### src/rtl/load_store_unit.sv
// Memory-stage load/store engine: one data-bus transaction per accepted op,
// store lane steering, load extraction/extension and misalign detection.
module load_store_unit #(
  parameter int unsigned ADDR_W = 32,
  parameter int unsigned DATA_W = 32
) (
  input  logic              clk,
  input  logic              reset,
  input  logic              in_valid,
  input  logic [2:0]        in_ls_flag,
  input  logic              in_mem_we,
  input  logic [ADDR_W-1:0] in_addr,
  input  logic [DATA_W-1:0] in_wdata,
  output logic              stall,
  output logic              out_valid,
  output logic [DATA_W-1:0] out_rdata,
  output logic              out_misalign,
  output logic              dreq_valid,
  output logic [ADDR_W-1:0] dreq_addr,
  output logic [1:0]        dreq_size,
  output logic [3:0]        dreq_strobe,
  output logic [DATA_W-1:0] dreq_data,
  input  logic              dresp_addr_ok,
  input  logic              dresp_data_ok,
  input  logic [DATA_W-1:0] dresp_data
);

  localparam logic [2:0] LS_NONE    = 3'd0;
  localparam logic [2:0] LS_BTYE    = 3'd1;
  localparam logic [2:0] LS_BTYE_U  = 3'd2;
  localparam logic [2:0] LS_HALFW   = 3'd3;
  localparam logic [2:0] LS_HALFW_U = 3'd4;
  localparam logic [2:0] LS_WORD    = 3'd5;

  typedef enum logic [1:0] {S_IDLE, S_REQ, S_WAIT, S_DONE} state_e;

  state_e              state_q, state_d;
  logic [2:0]          flag_q;
  logic                we_q;
  logic [1:0]          off_q;
  logic                stall_q, out_valid_q, out_misalign_q, dreq_valid_q;
  logic [DATA_W-1:0]   out_rdata_q, rdata_d;
  logic [ADDR_W-1:0]   dreq_addr_q;
  logic [1:0]          dreq_size_q;
  logic [3:0]          dreq_strobe_q;
  logic [DATA_W-1:0]   dreq_data_q;

  logic                accept_c, misalign_c, is_half_c, is_word_c;
  logic [ADDR_W-1:0]   req_addr_c;
  logic [1:0]          req_size_c;
  logic [3:0]          req_strobe_c;
  logic [DATA_W-1:0]   req_data_c;
  logic [DATA_W-1:0]   lane_c;

  // Decode the incoming op: acceptance, misalignment and bus request fields
  always_comb begin
    is_half_c    = (in_ls_flag == LS_HALFW) || (in_ls_flag == LS_HALFW_U);
    is_word_c    = (in_ls_flag == LS_WORD);
    accept_c     = in_valid && (in_ls_flag != LS_NONE) && (in_ls_flag <= LS_WORD);
    misalign_c   = (is_half_c && in_addr[0]) || (is_word_c && (in_addr[1:0] != 2'b00));
    req_addr_c   = in_addr;
    req_size_c   = 2'd0;
    req_strobe_c = 4'(4'b0001 << in_addr[1:0]);
    req_data_c   = {4{in_wdata[7:0]}};
    if (is_half_c) begin
      req_size_c   = 2'd1;
      req_strobe_c = 4'(4'b0011 << in_addr[1:0]);
      req_data_c   = {2{in_wdata[15:0]}};
    end else if (is_word_c) begin
      req_addr_c   = {in_addr[ADDR_W-1:2], 2'b00};
      req_size_c   = 2'd2;
      req_strobe_c = 4'hF;
      req_data_c   = in_wdata;
    end
    if (!in_mem_we) req_strobe_c = 4'b0000;
  end

  // Next-state logic and the load result that is captured on completion
  always_comb begin
    state_d = state_q;
    lane_c  = dresp_data >> {off_q, 3'b000};
    rdata_d = '0;
    case (state_q)
      S_IDLE: if (accept_c) state_d = misalign_c ? S_DONE : S_REQ;
      S_REQ:  if (dresp_addr_ok) state_d = dresp_data_ok ? S_DONE : S_WAIT;
      S_WAIT: if (dresp_data_ok) state_d = S_DONE;
      S_DONE: state_d = S_IDLE;
      default: state_d = S_IDLE;
    endcase
    if (!we_q) begin
      case (flag_q)
        LS_BTYE:    rdata_d = {{24{lane_c[7]}}, lane_c[7:0]};
        LS_BTYE_U:  rdata_d = {24'd0, lane_c[7:0]};
        LS_HALFW:   rdata_d = {{16{lane_c[15]}}, lane_c[15:0]};
        LS_HALFW_U: rdata_d = {16'd0, lane_c[15:0]};
        LS_WORD:    rdata_d = dresp_data;
        default:    rdata_d = '0;
      endcase
    end
  end

  // State, latched op and registered outputs
  always_ff @(posedge clk) begin
    if (reset) begin
      state_q        <= S_IDLE;
      flag_q         <= LS_NONE;
      we_q           <= 1'b0;
      off_q          <= 2'b00;
      stall_q        <= 1'b0;
      out_valid_q    <= 1'b0;
      out_misalign_q <= 1'b0;
      out_rdata_q    <= '0;
      dreq_valid_q   <= 1'b0;
      dreq_addr_q    <= '0;
      dreq_size_q    <= 2'd0;
      dreq_strobe_q  <= 4'b0000;
      dreq_data_q    <= '0;
    end else begin
      state_q        <= state_d;
      stall_q        <= (state_d == S_REQ) || (state_d == S_WAIT);
      dreq_valid_q   <= (state_d == S_REQ);
      out_valid_q    <= (state_d == S_DONE);
      out_misalign_q <= (state_q == S_IDLE) && accept_c && misalign_c;
      if ((state_q == S_IDLE) && accept_c) begin
        flag_q        <= in_ls_flag;
        we_q          <= in_mem_we;
        off_q         <= in_addr[1:0];
        dreq_addr_q   <= req_addr_c;
        dreq_size_q   <= req_size_c;
        dreq_strobe_q <= req_strobe_c;
        dreq_data_q   <= req_data_c;
        if (misalign_c) out_rdata_q <= '0;
      end
      if (((state_q == S_REQ) || (state_q == S_WAIT)) && (state_d == S_DONE))
        out_rdata_q <= rdata_d;
    end
  end

  assign stall        = stall_q;
  assign out_valid    = out_valid_q;
  assign out_rdata    = out_rdata_q;
  assign out_misalign = out_misalign_q;
  assign dreq_valid   = dreq_valid_q;
  assign dreq_addr    = dreq_addr_q;
  assign dreq_size    = dreq_size_q;
  assign dreq_strobe  = dreq_strobe_q;
  assign dreq_data    = dreq_data_q;

endmodule
### config.mk
export PLATFORM = sky130hd
export DESIGN_NAME = load_store_unit
export DESIGN_NICKNAME = d
export VERILOG_FILES = /design/src/rtl/load_store_unit.sv
export SDC_FILE = /design/constraint.sdc
export NUM_CORES = 1
export LEC_CHECK = 0
export BUFFER_PORTS_ARGS = -buffer_cell sky130_fd_sc_hd__buf_4
export CORE_ASPECT_RATIO = 1.2
export CORE_MARGIN = 2
export CORE_UTILIZATION = 43
export DETAILED_ROUTE_END_ITERATION = 10
export PLACE_DENSITY = 0.72
export REMOVE_ABC_BUFFERS = 1
export SKIP_LAST_GASP = 1
export SLEW_MARGIN = 5
export SYNTH_ARGS = -nofsm -noshare
export SYNTH_HDL_FRONTEND = slang
export SYNTH_SLANG_ARGS = --single-unit
export TNS_END_PERCENT = 20
### constraint.sdc
create_clock -name clk -period 3.8 [get_ports clk]
set_clock_uncertainty 0.15 [all_clocks]
set_input_delay 0.38 -clock clk [delete_from_list [all_inputs] [get_ports clk]]
set_output_delay 0.38 -clock clk [all_outputs]
set_load 0.01 [all_outputs]
==> metrics.txt <==
CTS Buf Count 17; Core ar. 12110 sq um; Worst Hold Class input port to flip-flop; 1st-iter DRT viols 239; switching portion of total power 0.3188; clk slew on worst S/H paths 0.06 ns; cts repair resizes 0; final period utilization 0.8004; Vias 5353; Setup CP Type flip-flop to flip-flop; Overall Global Routing Usage 0.2391; P_sw 1322 uW; measured slew at the worst slew-check pin 1.156 ns; floorplan row count 44; fraction of layout cells with a size suffix above 1 0.3297; worst skew pair latency 0.41 ns; CTS tree yes; DRT Pass-1 Iters 4; antenna-violating nets left 0; Data arrival, critical path 3.24 ns; Worst Hold Path Cells 2; Ys Warns 0; H-tree levels 4; FF-to-FF path depth 10; HPWL after DPL 11420 microns; largest net degree at the start of global routing 83; Yosys top cell area share 0.4290; minimum clock period 3.041 ns; register area share after synthesis 0.4290; syn avg cell area 8.445 sq um; die width 105.5 microns; worst IR drop on VDD 0.2958 mV; pwr dens 550.8 nW/um^2; maxcap violations 0; io pins 211; Clock Power Share 0.384; final hold viol count 0; CP required 4.00 ns; CTS sink cnt 114; WL final 15940 microns; GR Overflow Total 0; Synth Cell Area 5320 sq um; area leader, netlist dfxtp_1; total die area 13280 sq um; sequential share of power 0.349; Area growth syn-to-layout 41.56%; Final Max Slew Viols 0; Post-CTS Setup Bufs 0; Clock Path Buffers 2; relative slew slack 0.2281; die height 125.8 microns; first-pass GRT wire length 25610 microns; Initial Utilization 0.4393; Mapped Cells 630; FMAX 0.3288 GHz; final setup fails 0; vias in the first global route 5170; Top FF cell, synth dfxtp_1; Routed WL per cell 16.06 microns; number of synthesized register bits 114; Seq. cell area 2282 sq um; fillers 1050; Nets 932; asr flop ratio synth 0; Multi-input gate area 2754 sq um; Crit. End Element flip-flop; CP max FO 17; post-route cell area 7531 sq um; status complete, no violations; number of synthesized flops with an enable pin 0; placed cell area 6923 sq um; port bufs 210; ant diodes 0; Hold Buf Count CTS 0; Synth area leaders dfxtp_1, nand2_1, a21oi_1; Leak 0.003229 uW; Final TNS setup 0 ns; Netlist cell types 45; DRC Markers 0; P_int 2826 uW; unrepaired setup endpoints after global routing no; Via density 5.396; Combinational Power Share 0.268; RD Place Congestion 0.8046; Root Driver clkbuf_16; number of antenna violations at the first check in global routing 0; Worst Setup Start Kind flip-flop
-- registers in the layout (all words and copies together), names as in the netlist --
register,cells
state_q,2
dreq_size,2
dreq_addr,32
we_q,1
dreq_strobe,4
dreq_valid,1
out_misalign,1
out_rdata,32
off_q,2
flag_q,3
dreq_data,32
out_valid,1
stall,1
-- final cells by class --
class	count	share of cell area
multi-input cells	456	0.3657
flip-flops and latches	114	0.3030
repair buffers	222	0.2223
clock buffers	18	0.05832
well taps	161	0.02675
clock inverters	14	0.02044
inverters	7	0.003489
-- per-stage QoR --
stage | hold slack (ns) | total power (uW) | utilization | cells | setup WS [ns]
after CTS | 0.04606 | 4171 | 0.6206 | 991 | 0.4832
after global placement | 0.2931 | 2531 | 0.5716 | 959 | 0.4922
after detailed placement | 0.2972 | 2574 | 0.5716 | 959 | 0.3542
after global routing | 0.05058 | 4363 | 0.6218 | 992 | 0.5731
after floorplan | 0.2807 | 2075 | - | 577 | -0.07147
final | 0.05804 | 4148 | 0.6218 | 992 | 0.7586
-- layout by cell type, fill, tap and decap left out, types with 10 or more instances in the layout --
cell / n
a211oi_1: 18
a21oi_1: 62
a221o_1: 24
buf_4: 221
clkbuf_16: 17
dfxtp_1: 114
mux2i_1: 19
nand2_1: 123
nand3_1: 18
nor2_1: 50
nor2b_1: 13
nor3_1: 10
o2111ai_1: 10
o21ai_0: 25
-- critical path, cell delays in order, from the launching register on --
cell and delay (ns):
dfxtp_1 0.35, inv_1 0.11, ha_1 0.32, nor2b_1 0.11
mux2_2 0.29, a21oi_1 0.17, nand3_1 0.14, ha_1 0.28
a211oi_4 0.65, buf_8 0.24, a221o_1 0.16
-- worst paths after layout --
path | startpoint | end | slack [ns]
setup reg to reg | state_q[0] | out_rdata[31] | 0.76
hold reg to reg | dreq_addr[0] | dreq_addr[0] | 0.30
hold / removal | dresp_data[24] | out_rdata[24] | 0.06
setup / recovery | state_q[0] | out_rdata[31] | 0.76
-- kinds of logic (layout without fill, tap and decap cells) --
family,count (synthesis),in the layout,share of synthesized area
compound gates,170,170,0.2234
fa+ha+maj,9,9,0.02117
buf+inv,60,261,0.05362
flops,114,114,0.4290
mux,28,28,0.05480
simple gates,249,249,0.2180
-- cell usage after synthesis, types with 2 or more instances --
master	n
nor2b_1	13
and2_1	2
nand3_1	18
a221o_1	24
buf_2	14
nand3b_1	9
nand2_1	123
ha_1	9
nand2b_1	9
inv_1	6
a22o_1	9
buf_1	6
nor3_1	10
a211oi_1	18
mux2_2	9
nor2_1	50
a21oi_1	62
clkbuf_1	25
mux2i_1	19
o2111ai_1	10
a2bb2oi_1	8
o21ai_0	25
or3_1	5
buf_4	3
buf_6	4
a311oi_1	8
dfxtp_1	114
-- metal layers --
layer | global-route usage | part of all wire
met1 | 0.2791 | 0.40
met2 | 0.3962 | 0.48
met3 | 0.09938 | 0.10
met4 | 0.08127 | 0.013
met5 | 0 | 0
-- power by group through the flow --
stage	Combinational [uW]	Sequential (uW)	Clock, uW
2_1_floorplan	547	1530	0
3_3_place_gp	1070	1460	0
3_5_place_dp	1110	1470	0
4_1_cts	1110	1450	1610
5_1_grt	1220	1470	1680
6_report	1110	1450	1590
Power figures use the tool's default switching activity.
